[src/rtl/rtc_bus_arbiter.sv]
// Bus sequencer and two-way arbiter for the external RTC multiplexed AD bus.
// Ports: clk/reset; req_rd/addr_rd and req_wr/addr_wr/wdata requesters;
//   gnt_*/done_* handshake; rdata/rdata_valid read return;
//   bus_out/bus_in/bus_oe AD bus; cs_n/rd_n/wr_n/ad_n strobes.
module rtc_bus_arbiter #(
    parameter int unsigned T_PHASE = 4
) (
    input  logic       clk,
    input  logic       reset,
    input  logic       req_rd,
    input  logic [7:0] addr_rd,
    input  logic       req_wr,
    input  logic [7:0] addr_wr,
    input  logic [7:0] wdata,
    output logic       gnt_rd,
    output logic       gnt_wr,
    output logic       done_rd,
    output logic       done_wr,
    output logic [7:0] rdata,
    output logic       rdata_valid,
    output logic [7:0] bus_out,
    input  logic [7:0] bus_in,
    output logic       bus_oe,
    output logic       cs_n,
    output logic       rd_n,
    output logic       wr_n,
    output logic       ad_n
);

    typedef enum logic [2:0] {
        IDLE,
        ADDR,
        AHOLD,
        DATA,
        DHOLD,
        DONE
    } state_t;

    localparam logic [7:0] RELOAD = 8'(T_PHASE - 1);

    state_t     state, state_nx;
    logic [7:0] cnt, cnt_nx;
    logic       phase_end;
    logic       last_wr, last_wr_nx;
    logic       own_wr, own_wr_nx;
    logic [7:0] addr_q, addr_nx;
    logic [7:0] wdata_q, wdata_nx;
    logic [7:0] samp_q, samp_nx;

    logic       gnt_rd_nx, gnt_wr_nx;
    logic       done_rd_nx, done_wr_nx;
    logic [7:0] rdata_nx;
    logic       rdata_valid_nx;
    logic [7:0] bus_out_nx;
    logic       bus_oe_nx;
    logic       cs_n_nx, rd_n_nx, wr_n_nx, ad_n_nx;

    always_comb begin
        state_nx   = state;
        own_wr_nx  = own_wr;
        last_wr_nx = last_wr;
        addr_nx    = addr_q;
        wdata_nx   = wdata_q;
        samp_nx    = samp_q;
        phase_end  = (cnt == 8'd0);

        unique case (state)
            IDLE: begin
                if (req_rd || req_wr) begin
                    // On a tie, the requester not served last time wins.
                    own_wr_nx = (req_rd && req_wr) ? ~last_wr : req_wr;
                    addr_nx   = own_wr_nx ? addr_wr : addr_rd;
                    wdata_nx  = wdata;
                    state_nx  = ADDR;
                end
            end
            ADDR:  if (phase_end) state_nx = AHOLD;
            AHOLD: if (phase_end) state_nx = DATA;
            DATA: begin
                if (phase_end) begin
                    // Last DATA cycle: rd_n is still low here.
                    samp_nx  = bus_in;
                    state_nx = DHOLD;
                end
            end
            DHOLD: if (phase_end) state_nx = DONE;
            DONE: begin
                last_wr_nx = own_wr;
                state_nx   = IDLE;
            end
            default: state_nx = IDLE;
        endcase

        if (state_nx != state) begin
            cnt_nx = RELOAD;
        end else if (phase_end) begin
            cnt_nx = cnt;
        end else begin
            cnt_nx = cnt - 8'd1;
        end

        // Outputs are decoded from the next state so they register
        // in step with the state itself.
        cs_n_nx    = 1'b1;
        rd_n_nx    = 1'b1;
        wr_n_nx    = 1'b1;
        ad_n_nx    = 1'b1;
        bus_oe_nx  = 1'b0;
        bus_out_nx = bus_out;
        rdata_nx   = rdata;

        unique case (state_nx)
            ADDR: begin
                cs_n_nx    = 1'b0;
                ad_n_nx    = 1'b0;
                wr_n_nx    = 1'b0;
                bus_oe_nx  = 1'b1;
                bus_out_nx = addr_nx;
            end
            AHOLD: begin
                bus_oe_nx  = 1'b1;
                bus_out_nx = addr_nx;
            end
            DATA: begin
                cs_n_nx = 1'b0;
                if (own_wr_nx) begin
                    wr_n_nx    = 1'b0;
                    bus_oe_nx  = 1'b1;
                    bus_out_nx = wdata_nx;
                end else begin
                    rd_n_nx = 1'b0;
                end
            end
            DONE: if (!own_wr_nx) rdata_nx = samp_q;
            default: ;
        endcase

        gnt_rd_nx      = (state_nx != IDLE) && !own_wr_nx;
        gnt_wr_nx      = (state_nx != IDLE) && own_wr_nx;
        done_rd_nx     = (state_nx == DONE) && !own_wr_nx;
        done_wr_nx     = (state_nx == DONE) && own_wr_nx;
        rdata_valid_nx = done_rd_nx;
    end

    always_ff @(posedge clk) begin
        if (reset) begin
            state       <= IDLE;
            cnt         <= 8'd0;
            last_wr     <= 1'b1;
            own_wr      <= 1'b0;
            addr_q      <= 8'h00;
            wdata_q     <= 8'h00;
            samp_q      <= 8'h00;
            gnt_rd      <= 1'b0;
            gnt_wr      <= 1'b0;
            done_rd     <= 1'b0;
            done_wr     <= 1'b0;
            rdata       <= 8'h00;
            rdata_valid <= 1'b0;
            bus_out     <= 8'h00;
            bus_oe      <= 1'b0;
            cs_n        <= 1'b1;
            rd_n        <= 1'b1;
            wr_n        <= 1'b1;
            ad_n        <= 1'b1;
        end else begin
            state       <= state_nx;
            cnt         <= cnt_nx;
            last_wr     <= last_wr_nx;
            own_wr      <= own_wr_nx;
            addr_q      <= addr_nx;
            wdata_q     <= wdata_nx;
            samp_q      <= samp_nx;
            gnt_rd      <= gnt_rd_nx;
            gnt_wr      <= gnt_wr_nx;
            done_rd     <= done_rd_nx;
            done_wr     <= done_wr_nx;
            rdata       <= rdata_nx;
            rdata_valid <= rdata_valid_nx;
            bus_out     <= bus_out_nx;
            bus_oe      <= bus_oe_nx;
            cs_n        <= cs_n_nx;
            rd_n        <= rd_n_nx;
            wr_n        <= wr_n_nx;
            ad_n        <= ad_n_nx;
        end
    end

endmodule

[config.mk]
export PLATFORM = sky130hd
export DESIGN_NAME = rtc_bus_arbiter
export DESIGN_NICKNAME = d
export VERILOG_FILES = /design/src/rtl/rtc_bus_arbiter.sv
export SDC_FILE = /design/constraint.sdc
export NUM_CORES = 1
export LEC_CHECK = 0
export BUFFER_PORTS_ARGS = -buffer_cell sky130_fd_sc_hd__buf_2
export CAP_MARGIN = 20
export CORE_UTILIZATION = 39
export CTS_CLUSTER_DIAMETER = 100
export DETAILED_ROUTE_END_ITERATION = 12
export PLACE_DENSITY = 0.63
export SLEW_MARGIN = 30
export SYNTH_ARGS = -nofsm -noshare
export SYNTH_HDL_FRONTEND = slang
export SYNTH_SLANG_ARGS = --single-unit
[constraint.sdc]
create_clock -name clk -period 2.4 [get_ports clk]
set_input_delay 0.12 -clock clk [delete_from_list [all_inputs] [get_ports clk]]
set_output_delay 0.12 -clock clk [all_outputs]
set_load 0.01 [all_outputs]
==> out/results.ini <==
[logic_synthesis]
syn_nets=297
yosysWarnings=0
postSynthAreaPerCell_sq_um=9.70
synth.top_cell.area_share_pct=49.4
syn-instance-count=259
syn-cell-area_sq_mm=0.00251
synth_area_leaders=dfxtp_1 (49%), mux2i_1 (10%), nor2_1 (5.1%)
async_reset_ff_share_pct=0
yosysTopAreaCell=dfxtp_1
ys_seq_area_share_pct=49.4
synthFlopType=dfxtp_1
synth-edff-count=0
synth.distinct_cells=47
synth_seq_cells=62

[grt]
antenna_found_initial=0
grt.overflow.total=0
grt_use_met2_pct=29.3
track_usage_pct=18.7
grt_pass1_vias=1999
grt_first_pass_wirelength_mm=9.28
grt_util_met3_pct=4.95
grt_busiest_layer=met2
grt_max_degree=46
grtUsageMet1_pct=23.3

[die]
die_h_microns=82.3
die_w_microns=82.3
die_area_sq_mm=0.00677
coreArea_sq_mm=0.00606
ios=62
start_util_pct=41.5
core.rowCount=28

[setup_path]
critPathKind=reg2reg
reg2reg_to=bus_out[2]
worstPathRequired_ps=2670
crit_fanout=8
start_kind=register
reg2regPathDepth=7
r2r_start=cnt[1]
reg2reg_slack_ps=100
arrival_ps=2570
crit_path_end_kind=register

[route]
post_drt_wl_per_cell_microns=13.9
finalWirelength_mm=5.61
vias=2067
drc_errors=0
drt-initial-drc-count=93
ant_nets=0
vias_per_cell=5.10
firstDrtPassIters=4

[pwr]
ir_worst_vdd_uv=482
power_density_mw_per_mm2=1220
p_leak_nw=1.40

[clock_tree]
cts_root_buffer=clkbuf_8
path_clk_slew_ps=60
cts.sinks=62
clk_latency_ps=330
cts_buffer_depth=2
cts_tree=yes
holdBufCountCts=0
cts_buffers=9
cts_htree_levels=3
postCtsSetupBuffers=0

[placement]
hpwlAfterDp_mm=3.92
port_buffers=61
place.gp.congestion=0.804

[sta]
finalSetupViolCount=0
tns_ps=0
timing.fmax_mhz=434
slew_viol_final=0
post-route-period-util_pct=96.0
rsz0062_at_grt=no
skew_ps=7.79
worstMarginPinSlew_ps=840
relSlewSlack_pct=44.0
final.min_clock_period_ps=2300
hold_violations=0

[final_layout]
area_delta_synth_final_pct=23.8
nets=365
n_antenna_cell=0
drive_gt1_share_pct=30.3
final_core_util_pct=51.3

[worst_hold_path]
hold_depth=3
hold_path_class=in2reg
min_from=bus_in[5]
hold_end=samp_q[5]

[outcome]
status=completed

[flow_run]
maxCapViolCount=0

-- per-layer routing --
layer / part of all wire [%] / wire [microns]
met1: 50 / 2780
met2: 44 / 2450
met3: 5.2 / 289
met4: 1.7 / 97
met5: 0 / 0
-- critical path, cell delays in order (launching register included) --
cell and delay, ps:
dfxtp_1 320, inv_1 90, ha_1 130, or3b_2 480, or3_4 380, a211o_4 370, a31oi_4 270, a22o_1 190
-- cell families (layout without fill, tap and decap cells) --
family                     after synthesis  after routing  share of synthesized area (%)
AOI/OAI and AO/OA                       51             51                           15.2
xor gates and xnor gates                 6              6                           2.09
adders and majority gates                2              2                          0.996
buffers and inverters                   20             91                           3.59
DFF                                     62             62                           49.4
muxes                                   25             25                           9.96
and+or+nand+nor                         93             93                           18.7
-- layout make-up --
type | instances | area [sq um]
Timing Repair Buffer | 73 | 395
Fill cell | 585 | 2950
Tap cell | 75 | 93.8
Multi-Input combinational cell | 177 | 1190
Clock buffer | 13 | 169
Clock inverter | 1 | 5.00
Inverter | 4 | 15.0
Sequential cell | 62 | 1240
-- metrics by stage --
| stage | setup WS, ps | hold WS [ps] | total power, mW | instances | area [sq um] |
|---|---|---|---|---|---|
| after floorplan | 102 | 260 | 2.50 | 259 | 2510 |
| after global placement | 122 | 365 | 2.98 | 391 | 2930 |
| after detailed placement | 60.8 | 374 | 2.99 | 391 | 2930 |
| after CTS | 27.5 | 15.9 | 3.81 | 405 | 3100 |
| after global routing | 0.253 | 30.2 | 4.07 | 405 | 3110 |
| final | 96.6 | 32.4 | 3.79 | 405 | 3110 |
-- placed cells by master, fill, tap and decap left out, types with 2 or more instances in the layout --
master	count
dfxtp_1	62
xor2_1	3
ha_1	2
buf_2	61
or3_1	3
buf_4	12
nand3_1	4
o21ai_0	4
mux2i_1	25
nand2b_1	2
or2_2	3
nor3_1	4
inv_1	3
and3_1	2
a22o_1	9
o221ai_1	8
nand2_1	22
a211oi_1	2
nor2_1	34
o22ai_1	2
nand3b_1	9
clkbuf_8	12
a21oi_1	15
xnor2_1	3
-- state kept, by name, indices dropped and copies added, names as in the netlist --
| name | cells |
|---|---|
| samp_q | 8 |
| state | 3 |
| wdata_q | 8 |
| rdata_valid | 1 |
| bus_oe | 1 |
| own_wr | 1 |
| bus_out | 8 |
| rd_n | 1 |
| cs_n | 1 |
| gnt_rd | 1 |
| rdata | 8 |
| ad_n | 1 |
| cnt | 8 |
| addr_q | 8 |
| done_wr | 1 |
| last_wr | 1 |
| gnt_wr | 1 |
| wr_n | 1 |
-- how the worst max path moves through the flow --
stage | startpoint | end | slack [ps] | cells after the start
6_report | cnt[1] | bus_out[2] | 100 | 7
2_1_floorplan | cnt[0] | bus_out[7] | 100 | 8
3_5_place_dp | cnt[0] | bus_out[6] | 60 | 7
5_1_grt | cnt[1] | bus_out[2] | 0.3 | 7
4_1_cts | cnt[0] | bus_out[2] | 30 | 7
3_3_place_gp | cnt[0] | bus_out[4] | 120 | 7
-- cells in the mapped netlist (all sizes together), types with 2 or more instances --
cell,n
o22ai,2
nand2b,2
nand2,22
inv,4
nand3b,9
a211oi,2
o221ai,8
o21ai,4
clkbuf,10
dfxtp,62
nor2,34
or3,4
xor2,3
mux2i,25
a31oi,2
xnor2,3
buf,6
a22o,9
or2,4
a21oi,16
nand3,4
nor3,5
and3,3
ha,2
-- power by group --
| part | switching, mW | total (mW) | internal [mW] |
|---|---|---|---|
| sequential | 0.131 | 1.42 | 1.29 |
| combinational | 0.848 | 1.56 | 0.715 |
| clock | 0.357 | 0.803 | 0.447 |
-- what timing repair did --
item	in CTS	in global routing
resized for setup	0	2
setup endpoints to repair	0	8
hold endpoints to repair	0	0
Power figures use the tool's default switching activity.
